**config.mk**
```make
export PLATFORM = sky130hd
export DESIGN_NAME = stream_phase_profiler_flat
export DESIGN_NICKNAME = d
export VERILOG_FILES = /design/src/rtl/stream_phase_profiler_if.sv /design/src/rtl/stream_phase_profiler.sv /design/src/flat_wrapper.sv
export SDC_FILE = /design/constraint.sdc
export NUM_CORES = 1
export LEC_CHECK = 0
export ABC_CLOCK_PERIOD_IN_PS = 4150
export CAP_MARGIN = 40
export CELL_PAD_IN_SITES_DETAIL_PLACEMENT = 0
export CELL_PAD_IN_SITES_GLOBAL_PLACEMENT = 1
export CORE_MARGIN = 2
export CORE_UTILIZATION = 38
export DETAILED_ROUTE_END_ITERATION = 10
export MAX_ROUTING_LAYER = met4
export PLACE_DENSITY_LB_ADDON = 0.1
export SLEW_MARGIN = 10
export SYNTH_ARGS = -nofsm -noshare
export SYNTH_HDL_FRONTEND = slang
export SYNTH_SLANG_ARGS = --single-unit
```
**constraint.sdc**
```tcl
create_clock -name clk -period 4.15 [get_ports clk]
set_input_delay 0.83 -clock clk [delete_from_list [all_inputs] [get_ports clk]]
set_output_delay 0.83 -clock clk [all_outputs]
set_load 0.01 [all_outputs]
```
**src/rtl/stream_phase_profiler_if.sv**
```systemverilog
// Snooped ready/valid bundle: NUM_IN write-side and NUM_OUT read-side streams.
// The source side drives through master; the profiler only observes through slave.
interface stream_phase_profiler_if #(
  parameter int DATA_W  = 17,
  parameter int NUM_IN  = 2,
  parameter int NUM_OUT = 2
);
  logic [NUM_IN*DATA_W-1:0]  in_data;
  logic [NUM_IN-1:0]         in_valid;
  logic [NUM_IN-1:0]         in_ready;
  logic [NUM_OUT*DATA_W-1:0] out_data;
  logic [NUM_OUT-1:0]        out_valid;
  logic [NUM_OUT-1:0]        out_ready;

  modport master (
    output in_data, in_valid, in_ready,
    output out_data, out_valid, out_ready
  );

  modport slave (
    input in_data, in_valid, in_ready,
    input out_data, out_valid, out_ready
  );
endinterface

```
**src/rtl/stream_phase_profiler.sv**
```systemverilog
// Passive WRITE/GAP/READ phase profiler; all outputs registered, one cycle after the sampled event.
// Pure observer: never touches ready or valid, so it adds no backpressure.
module stream_phase_profiler #(
  parameter int                 DATA_W     = 17,
  parameter int                 NUM_IN     = 2,
  parameter int                 NUM_OUT    = 2,
  parameter int                 CNT_W      = 32,
  parameter logic [DATA_W-1:0]  DONE_TOKEN = 17'h10100,
  parameter int                 GAP_CYCLES = 0,
  parameter logic [NUM_IN-1:0]  TRIG_MASK  = 2'b10
) (
  input  logic                   clk,
  input  logic                   rst_n,
  input  logic                   clk_en,
  input  logic                   flush,
  stream_phase_profiler_if.slave mon,
  output logic [2:0]             phase,
  output logic [CNT_W-1:0]       write_cycles,
  output logic [CNT_W-1:0]       read_cycles,
  output logic [CNT_W-1:0]       stall_cycles,
  output logic                   saturated,
  output logic                   done
);

  localparam int GW = (GAP_CYCLES < 1) ? 1 : $clog2(GAP_CYCLES + 1);

  typedef enum logic [2:0] {
    S_IDLE  = 3'd0,
    S_WRITE = 3'd1,
    S_GAP   = 3'd2,
    S_READ  = 3'd3,
    S_DONE  = 3'd4
  } state_e;

  state_e             state_q, state_d;
  logic [CNT_W-1:0]   wr_q, wr_d, rd_q, rd_d, st_q, st_d;
  logic [GW-1:0]      gap_q, gap_d, gap_nxt;
  logic [NUM_IN-1:0]  in_done_q, in_done_d, trig_q, trig_d;
  logic [NUM_OUT-1:0] out_done_q, out_done_d;
  logic               sat_q, sat_d, done_q, done_d;

  logic [NUM_IN-1:0]  in_dhit, in_done_now, trig_now;
  logic [NUM_OUT-1:0] out_dhit, out_done_now;
  logic               trig_ok, stall_now;

  function automatic logic [CNT_W-1:0] sat_inc(input logic [CNT_W-1:0] v);
    return (&v) ? v : v + 1'b1;
  endfunction

  // Current-cycle events are folded into the stickies so exit decisions see them.
  always_comb begin
    in_dhit  = '0;
    out_dhit = '0;
    for (int i = 0; i < NUM_IN; i++)
      in_dhit[i] = mon.in_valid[i] && mon.in_ready[i] &&
                   (mon.in_data[i*DATA_W +: DATA_W] == DONE_TOKEN);
    for (int j = 0; j < NUM_OUT; j++)
      out_dhit[j] = mon.out_valid[j] && mon.out_ready[j] &&
                    (mon.out_data[j*DATA_W +: DATA_W] == DONE_TOKEN);
    in_done_now  = in_done_q | in_dhit;
    out_done_now = out_done_q | out_dhit;
    trig_now     = trig_q | (mon.in_valid & TRIG_MASK);
    trig_ok      = &(trig_now | ~TRIG_MASK);
    stall_now    = |(mon.out_valid & ~mon.out_ready);
    gap_nxt      = (gap_q == '0) ? '0 : gap_q - 1'b1;
  end

  always_comb begin
    state_d    = state_q;
    wr_d       = wr_q;
    rd_d       = rd_q;
    st_d       = st_q;
    gap_d      = gap_q;
    in_done_d  = in_done_q;
    out_done_d = out_done_q;
    trig_d     = trig_q;
    sat_d      = sat_q;
    done_d     = done_q;
    if (flush) begin
      state_d    = S_IDLE;
      wr_d       = '0;
      rd_d       = '0;
      st_d       = '0;
      gap_d      = '0;
      in_done_d  = '0;
      out_done_d = '0;
      trig_d     = '0;
      sat_d      = 1'b0;
      done_d     = 1'b0;
    end else if (clk_en) begin
      in_done_d  = in_done_now;
      out_done_d = out_done_now;
      trig_d     = trig_now;
      case (state_q)
        S_IDLE: begin
          if (|mon.in_valid) begin
            state_d = S_WRITE;
            wr_d    = CNT_W'(1);
          end
        end
        S_WRITE: begin
          wr_d = sat_inc(wr_q);
          if (&in_done_now) begin
            if (GAP_CYCLES > 0) begin
              state_d = S_GAP;
              gap_d   = GW'(GAP_CYCLES);
            end else if (trig_ok) begin
              state_d = S_READ;
              rd_d    = CNT_W'(1);
            end else begin
              state_d = S_GAP;
              gap_d   = '0;
            end
          end
        end
        S_GAP: begin
          // Counter parks at zero while waiting for the trigger inputs.
          gap_d = gap_nxt;
          if (gap_nxt == '0 && trig_ok) begin
            state_d = S_READ;
            rd_d    = CNT_W'(1);
          end
        end
        S_READ: begin
          rd_d = sat_inc(rd_q);
          if (stall_now) st_d = sat_inc(st_q);
          if (&out_done_now) state_d = S_DONE;
        end
        default: ;
      endcase
      sat_d  = sat_q | (&wr_d) | (&rd_d) | (&st_d);
      done_d = (state_d == S_DONE);
    end
  end

  always_ff @(posedge clk or negedge rst_n) begin
    if (!rst_n) begin
      state_q    <= S_IDLE;
      wr_q       <= '0;
      rd_q       <= '0;
      st_q       <= '0;
      gap_q      <= '0;
      in_done_q  <= '0;
      out_done_q <= '0;
      trig_q     <= '0;
      sat_q      <= 1'b0;
      done_q     <= 1'b0;
    end else begin
      state_q    <= state_d;
      wr_q       <= wr_d;
      rd_q       <= rd_d;
      st_q       <= st_d;
      gap_q      <= gap_d;
      in_done_q  <= in_done_d;
      out_done_q <= out_done_d;
      trig_q     <= trig_d;
      sat_q      <= sat_d;
      done_q     <= done_d;
    end
  end

  assign phase        = state_q;
  assign write_cycles = wr_q;
  assign read_cycles  = rd_q;
  assign stall_cycles = st_q;
  assign saturated    = sat_q;
  assign done         = done_q;

endmodule

```
**src/flat_wrapper.sv**
```systemverilog
// flat-port wrapper written by rule: the top's interface ports become plain ports
module stream_phase_profiler_flat 
#(
  parameter int                 DATA_W     = 17,
  parameter int                 NUM_IN     = 2,
  parameter int                 NUM_OUT    = 2,
  parameter int                 CNT_W      = 32,
  parameter logic [DATA_W-1:0]  DONE_TOKEN = 17'h10100,
  parameter int                 GAP_CYCLES = 0,
  parameter logic [NUM_IN-1:0]  TRIG_MASK  = 2'b10
)
  (clk, rst_n, clk_en, flush, phase, write_cycles, read_cycles, stall_cycles, saturated, done, mon_in_data, mon_in_valid, mon_in_ready, mon_out_data, mon_out_valid, mon_out_ready);
  stream_phase_profiler_if #(.DATA_W(DATA_W), .NUM_IN(NUM_IN), .NUM_OUT(NUM_OUT)) mon_i ();
  input  logic clk;
  input  logic rst_n;
  input  logic clk_en;
  input  logic flush;
  output logic [2:0] phase;
  output logic [CNT_W-1:0] write_cycles;
  output logic [CNT_W-1:0] read_cycles;
  output logic [CNT_W-1:0] stall_cycles;
  output logic saturated;
  output logic done;
  input wire logic [$bits(mon_i.in_data)-1:0] mon_in_data;
  input wire logic [$bits(mon_i.in_valid)-1:0] mon_in_valid;
  input wire logic [$bits(mon_i.in_ready)-1:0] mon_in_ready;
  input wire logic [$bits(mon_i.out_data)-1:0] mon_out_data;
  input wire logic [$bits(mon_i.out_valid)-1:0] mon_out_valid;
  input wire logic [$bits(mon_i.out_ready)-1:0] mon_out_ready;
  assign mon_i.in_data = mon_in_data;
  assign mon_i.in_valid = mon_in_valid;
  assign mon_i.in_ready = mon_in_ready;
  assign mon_i.out_data = mon_out_data;
  assign mon_i.out_valid = mon_out_valid;
  assign mon_i.out_ready = mon_out_ready;
  stream_phase_profiler #(.DATA_W(DATA_W), .NUM_IN(NUM_IN), .NUM_OUT(NUM_OUT), .CNT_W(CNT_W), .DONE_TOKEN(DONE_TOKEN), .GAP_CYCLES(GAP_CYCLES), .TRIG_MASK(TRIG_MASK)) u_core (.clk(clk), .rst_n(rst_n), .clk_en(clk_en), .flush(flush), .mon(mon_i), .phase(phase), .write_cycles(write_cycles), .read_cycles(read_cycles), .stall_cycles(stall_cycles), .saturated(saturated), .done(done));
endmodule
```
==> results of run 1 <==
-- cell families after synthesis --
logic type                 count (synthesis)  share of synthesized area [%]
adders and majority gates                  3                          0.461
xor gates and xnor gates                  42                           4.52
AOI/OAI and AO/OA                        239                           20.6
muxes                                     28                           3.55
buffers and inverters                     90                           5.09
and+or+nand+nor                          500                           33.2
DFF                                      106                           32.6
-- worst min path at each step --
| stage | endpoint | slack [ns] | depth (start not counted) |
|---|---|---|---|
| 2_1_floorplan | u_core.trig_q[1] | 0.50 | 2 |
| 3_3_place_gp | u_core.trig_q[1] | 0.53 | 2 |
| 3_5_place_dp | u_core.trig_q[1] | 0.55 | 2 |
| 4_1_cts | u_core.out_done_q[0] | 0.57 | 2 |
| 5_1_grt | u_core.in_done_q[1] | 0.60 | 2 |
| 6_report | u_core.write_cycles[25] | 0.56 | 1 |
-- area by class of cell --
type	count	area (um^2)	share of cell area, %
Sequential cell	106	2650	25.0
Clock buffer	9	225	2.12
Multi-Input combinational cell	812	5070	47.8
Inverter	20	75.1	0.708
Timing Repair Buffer	228	2180	20.5
Tap cell	275	344	3.24
Clock inverter	6	58.8	0.554
-- per-layer routing --
layer | global-route usage (%) | vias to the layer above
li1 | - | 4156
met1 | 37.7 | 4175
met2 | 38.9 | 322
met3 | 4.18 | 44
met4 | 8.73 | 0
met5 | - | -
-- registers in the layout, summed over array words and instances, names as in the netlist --
name / flops
u_core.in_done_q: 2
u_core.stall_cycles: 32
u_core.write_cycles: 32
u_core.out_done_q: 2
u_core.saturated: 1
u_core.trig_q: 1
u_core.phase: 3
u_core.read_cycles: 32
u_core.done: 1
-- critical path: stages, from the launching register on --
cell and delay (ns):
dfrtp_1 0.56, and4_1 0.36, nand4_1 0.20, a2111oi_0 0.43, buf_4 0.19, mux2i_1 0.24
nor4b_1 0.58, nand4_1 0.17, nor4_1 0.49, buf_4 0.20, a2111oi_0 0.05, a211oi_1 0.27
-- power groups by stage --
stage	Combinational [uW]	Sequential [uW]	Clock, uW
final	316	1070	884
after detailed placement	317	1090	0
after global routing	347	1070	947
after global placement	316	1090	0
after floorplan	122	1090	0
after CTS	318	1070	910
-- through the flow --
stage	instance area [um^2]	utilization, %
after floorplan	8140	-
after global routing	10600	50.5
after CTS	10600	50.5
final	10600	50.5
after global placement	10300	49.1
after detailed placement	10300	49.1
-- synthesized netlist by cell type, types with 6 or more instances --
| master | instances | area (um^2) |
|---|---|---|
| o21ai_0 | 39 | 195 |
| buf_6 | 6 | 67.6 |
| a21oi_1 | 59 | 295 |
| nor2_1 | 147 | 552 |
| nand2_1 | 83 | 312 |
| a311oi_1 | 6 | 52.6 |
| dfrtp_1 | 106 | 2650 |
| a211oi_1 | 28 | 210 |
| buf_2 | 18 | 90.1 |
| nand4_1 | 45 | 282 |
| a41oi_1 | 12 | 105 |
| and3_1 | 19 | 119 |
| nand3_1 | 41 | 205 |
| nor3_1 | 31 | 155 |
| a21o_1 | 6 | 45.0 |
| and4_1 | 22 | 193 |
| clkbuf_1 | 40 | 150 |
| mux2i_1 | 24 | 240 |
| nor2b_1 | 6 | 37.5 |
| or4_1 | 13 | 97.6 |
| inv_1 | 20 | 75.1 |
| a31oi_1 | 21 | 131 |
| nor4_1 | 26 | 163 |
| and2_1 | 12 | 75.1 |
| xnor2_1 | 17 | 149 |
| nor4b_1 | 12 | 105 |
| xor2_1 | 25 | 219 |
==> flow_summary.json, run 1 <==
{
  "drt-vias-per-instance": 5.97,
  "die_h_um": 150,
  "ys_warn_count": 0,
  "htreeDepth": 3,
  "cts_resized": 0,
  "rsz0062_at_grt": "no",
  "ant_nets": 0,
  "timing.hold.ws_ns": 0.561,
  "postLayoutSetupSlackWorst_ns": 0.327,
  "dp_hpwl_mm": 20.9,
  "synth_nets": 1091,
  "route.detailed.drc": 0,
  "power_frac_comb_pct": 14.0,
  "nets": 1260,
  "die_width_um": 150,
  "r2r_cells": 11,
  "root_buffer": "clkbuf_16",
  "cts_tree": "yes",
  "reg2reg_to": "u_core.saturated",
  "synth_edf_count": 0,
  "clockBufferDepth": 2,
  "worstSetupStartpointType": "flip-flop",
  "most-common-layout-cells": "177 x clkdlybuf4s50_1, 147 x nor2_1, 106 x dfrtp_1",
  "syn-cell-area_um2": 8140,
  "seqPwrFrac_pct": 47.1,
  "rows": 53,
  "setup-violations-final": 0,
  "p_switching_uw": 612,
  "wirelength_mm": 28.9,
  "synth_cell_types": 85,
  "cp-startpoint": "u_core.write_cycles[10]",
  "synth_flop_cell": "dfrtp_1",
  "drive_above_1_share_pct": 8.47,
  "first_pass_iters": 5,
  "area_growth_pct": 30.3,
  "syn_area_per_cell_um2": 8.08,
  "gp_congestion": 0.936,
  "p_leak_uw": 0.00391,
  "final_common_cell": "clkdlybuf4s50_1",
  "max_slew_margin_pct": 37.3,
  "p_clk_share_pct": 39.0,
  "crit_fanout": 11,
  "pre_cts_ws_ns": 0.281,
  "cts_setup_buffers": 0,
  "vdd_drop_max_mv": 0.195,
  "io_buffers": 180,
  "wl_met3_mm": 1.92,
  "power_uw": 2270,
  "slew_violations": 0,
  "status": "completed",
  "clock_latency_ns": 0.37,
  "swShare_pct": 27.0,
  "finalHoldViolCount": 0,
  "placed_cells_incl_taps": 1441,
  "r2r-start": "u_core.write_cycles[10]",
  "n_antenna_cell": 0,
  "required_ns": 4.42,
  "grt.total_usage_pct": 26.6,
  "skew_ns": 0.0104,
  "maxUsedRoutingLayer": "met4",
  "ys_seq_area_share_pct": 32.6,
  "crit_type": "flip-flop to flip-flop",
  "io_pins": 181,
  "wire_per_inst_um": 19.8,
  "reg2reg_slack_ns": 0.33,
  "worstMarginPinSlew_ns": 0.917,
  "hp-class": "input port to async pin",
  "final_cells": 1456,
  "setup_tns_ns": 0,
  "grt_overflow": 0,
  "period_needed_ns": 3.82,
  "fillers": 2042,
  "power_density_nw_per_um2": 214,
  "coreArea_um2": 21000,
  "via_count": 8697,
  "critical_path.endpoint_type": "flip-flop",
  "m1WireLength_mm": 13.5,
  "timing.max_cap.violations": 0,
  "start_util_pct": 38.7,
  "clkTransAtPathRegs_ns": 0.08,
  "worstPathArrival_ns": 4.09,
  "synth-async-reset-ratio_pct": 100,
  "grt_pass1_wl_mm": 46.4,
  "clock-sinks": 106,
  "grt_pass1_vias": 8322,
  "dr_wl_met2_mm": 12.8,
  "cts_buffers": 9,
  "endpoint": "u_core.saturated",
  "fin_crit_sh_pct": 92.1,
  "synth_cells": 1008,
  "dieArea_um2": 22600,
  "drtIter0Drc": 692,
  "fmax_ghz": 0.262,
  "hold_buffers": 0,
  "grt_max_degree": 82,
  "p_int_uw": 1660,
  "synth-seq-cells": 106,
  "antenna_found_initial": 0
}
Note: power is estimated with default switching activity, not from simulation.
==> run 2: changes to the inputs <==
--- a/config.mk
+++ b/config.mk
@@ -14,6 +14,7 @@
 export DETAILED_ROUTE_END_ITERATION = 10
 export MAX_ROUTING_LAYER = met4
 export PLACE_DENSITY_LB_ADDON = 0.1
+export SETUP_SLACK_MARGIN = 0.3
 export SLEW_MARGIN = 10
 export SYNTH_ARGS = -nofsm -noshare
 export SYNTH_HDL_FRONTEND = slang
==> run 2 against run 1 <==
  * Routed wire length hardly changed
  * Clock power hardly changed
  * Setup slack better by 0.22 ns
==> flow_summary.json, run 2 (synthesis gave the netlist of run 1 again) <==
{
  "postPlaceCellArea_um2": 10300,
  "maxUsedRoutingLayer": "met4",
  "dp_hpwl_mm": 20.9,
  "root_buffer": "clkbuf_16",
  "antenna_found_initial": 0,
  "max_slew_margin_pct": 40.0,
  "dieArea_um2": 22600,
  "clock-sinks": 106,
  "final_area_um2": 10600,
  "hold_buffers": 0,
  "m1WireLength_mm": 13.3,
  "critical_path.endpoint_type": "flip-flop",
  "crit_fanout": 7,
  "power_uw": 2270,
  "grt_max_degree": 82,
  "rows": 53,
  "die_h_um": 150,
  "io_pins": 181,
  "status": "completed",
  "setup-violations-final": 0,
  "p_leak_uw": 0.00391,
  "timing.max_cap.violations": 0,
  "drt-vias-per-instance": 5.97,
  "hp-class": "input port to async pin",
  "drtIter0Drc": 681,
  "timing.hold.ws_ns": 0.560,
  "grt_pass1_vias": 8322,
  "drive_above_1_share_pct": 8.72,
  "pre_cts_ws_ns": 0.281,
  "grt.total_usage_pct": 26.6,
  "die_width_um": 150,
  "coreArea_um2": 21000,
  "final_common_cell": "clkdlybuf4s50_1",
  "cts_resized": 0,
  "area_growth_pct": 30.5,
  "via_count": 8690,
  "slew_violations": 0,
  "fin_crit_sh_pct": 86.8,
  "wl_met3_mm": 2.11,
  "clockBufferDepth": 2,
  "multi_input_area_um2": 5090,
  "fmax_ghz": 0.278,
  "fillers": 2039,
  "power_density_nw_per_um2": 213,
  "rsz0062_at_grt": "no",
  "clkTransAtPathRegs_ns": 0.08,
  "htreeDepth": 3,
  "cts_setup_buffers": 0,
  "first_pass_iters": 5,
  "grt_overflow": 0,
  "nets": 1260,
  "vdd_drop_max_mv": 0.196,
  "clock_latency_ns": 0.37,
  "skew_ns": 0.00909,
  "period_needed_ns": 3.60,
  "dr_wl_met2_mm": 12.8,
  "worstMarginPinSlew_ns": 0.877,
  "finalHoldViolCount": 0,
  "wirelength_mm": 28.9,
  "start_util_pct": 38.7,
  "n_antenna_cell": 0,
  "cts_buffers": 9,
  "most-common-layout-cells": "177 x clkdlybuf4s50_1, 147 x nor2_1, 106 x dfrtp_1",
  "seqCellArea_um2": 2650,
  "worstSetupStartpointType": "flip-flop",
  "worstPathArrival_ns": 3.88,
  "route.detailed.drc": 0,
  "crit_type": "flip-flop to flip-flop",
  "io_buffers": 180,
  "ant_nets": 0,
  "wire_per_inst_um": 19.8,
  "grt_pass1_wl_mm": 46.4,
  "setup_tns_ns": 0,
  "cts_tree": "yes",
  "gp_congestion": 0.936,
  "postLayoutSetupSlackWorst_ns": 0.549,
  "required_ns": 4.43
}
==> run 2: path summary, 6_finish.rpt <==
check,from,to,slack (ns),cells after the start
max in group asynchronous,rst_n,u_core.read_cycles[31],2.82,2
min reg2reg,u_core.done,u_core.done,0.56,2
min in group clk,u_core.done,u_core.done,0.56,2
max reg2reg,u_core.write_cycles[0],u_core.saturated,0.55,12
min,rst_n,u_core.write_cycles[25],0.56,1
max,u_core.write_cycles[0],u_core.saturated,0.55,12
==> run 2: power by group <==
group	switching (uW)	leakage [uW]	internal, uW	total [uW]
Clock	422	0.000145	463	884
Combinational	171	0.00230	147	318
Sequential	21.4	0.00146	1050	1070
==> run 2: per-layer routing <==
layer | global-route usage (%) | up-vias
met5 | - | -
met1 | 37.7 | 4131
li1 | - | 4155
met4 | 8.73 | 0
met3 | 4.18 | 46
met2 | 38.9 | 358
==> run 2: area by class of cell <==
class	instances	share of cell area, %
Multi-Input combinational cell	812	47.9
Sequential cell	106	25.0
Timing Repair Buffer	228	20.5
Tap cell	275	3.24
Clock buffer	9	2.12
Inverter	20	0.706
Clock inverter	6	0.553
==> run 2: stage by stage <==
stage	util [%]	std cells
CTS	50.5	1456
detailed placement	49.1	1441
global route	50.6	1456
floorplan	-	1008
finish	50.6	1456
global placement	49.1	1441
==> run 2: critical path: stages (launching register included) <==
cell and delay, ns:
dfrtp_1 0.46, ha_1 0.36, and4_2 0.30, nand4_1 0.27
buf_4 0.27, o31ai_4 0.26, o211ai_1 0.13, o31a_1 0.13
or4_1 0.54, nor4_2 0.35, buf_4 0.17, a2111oi_0 0.05
a211oi_1 0.23
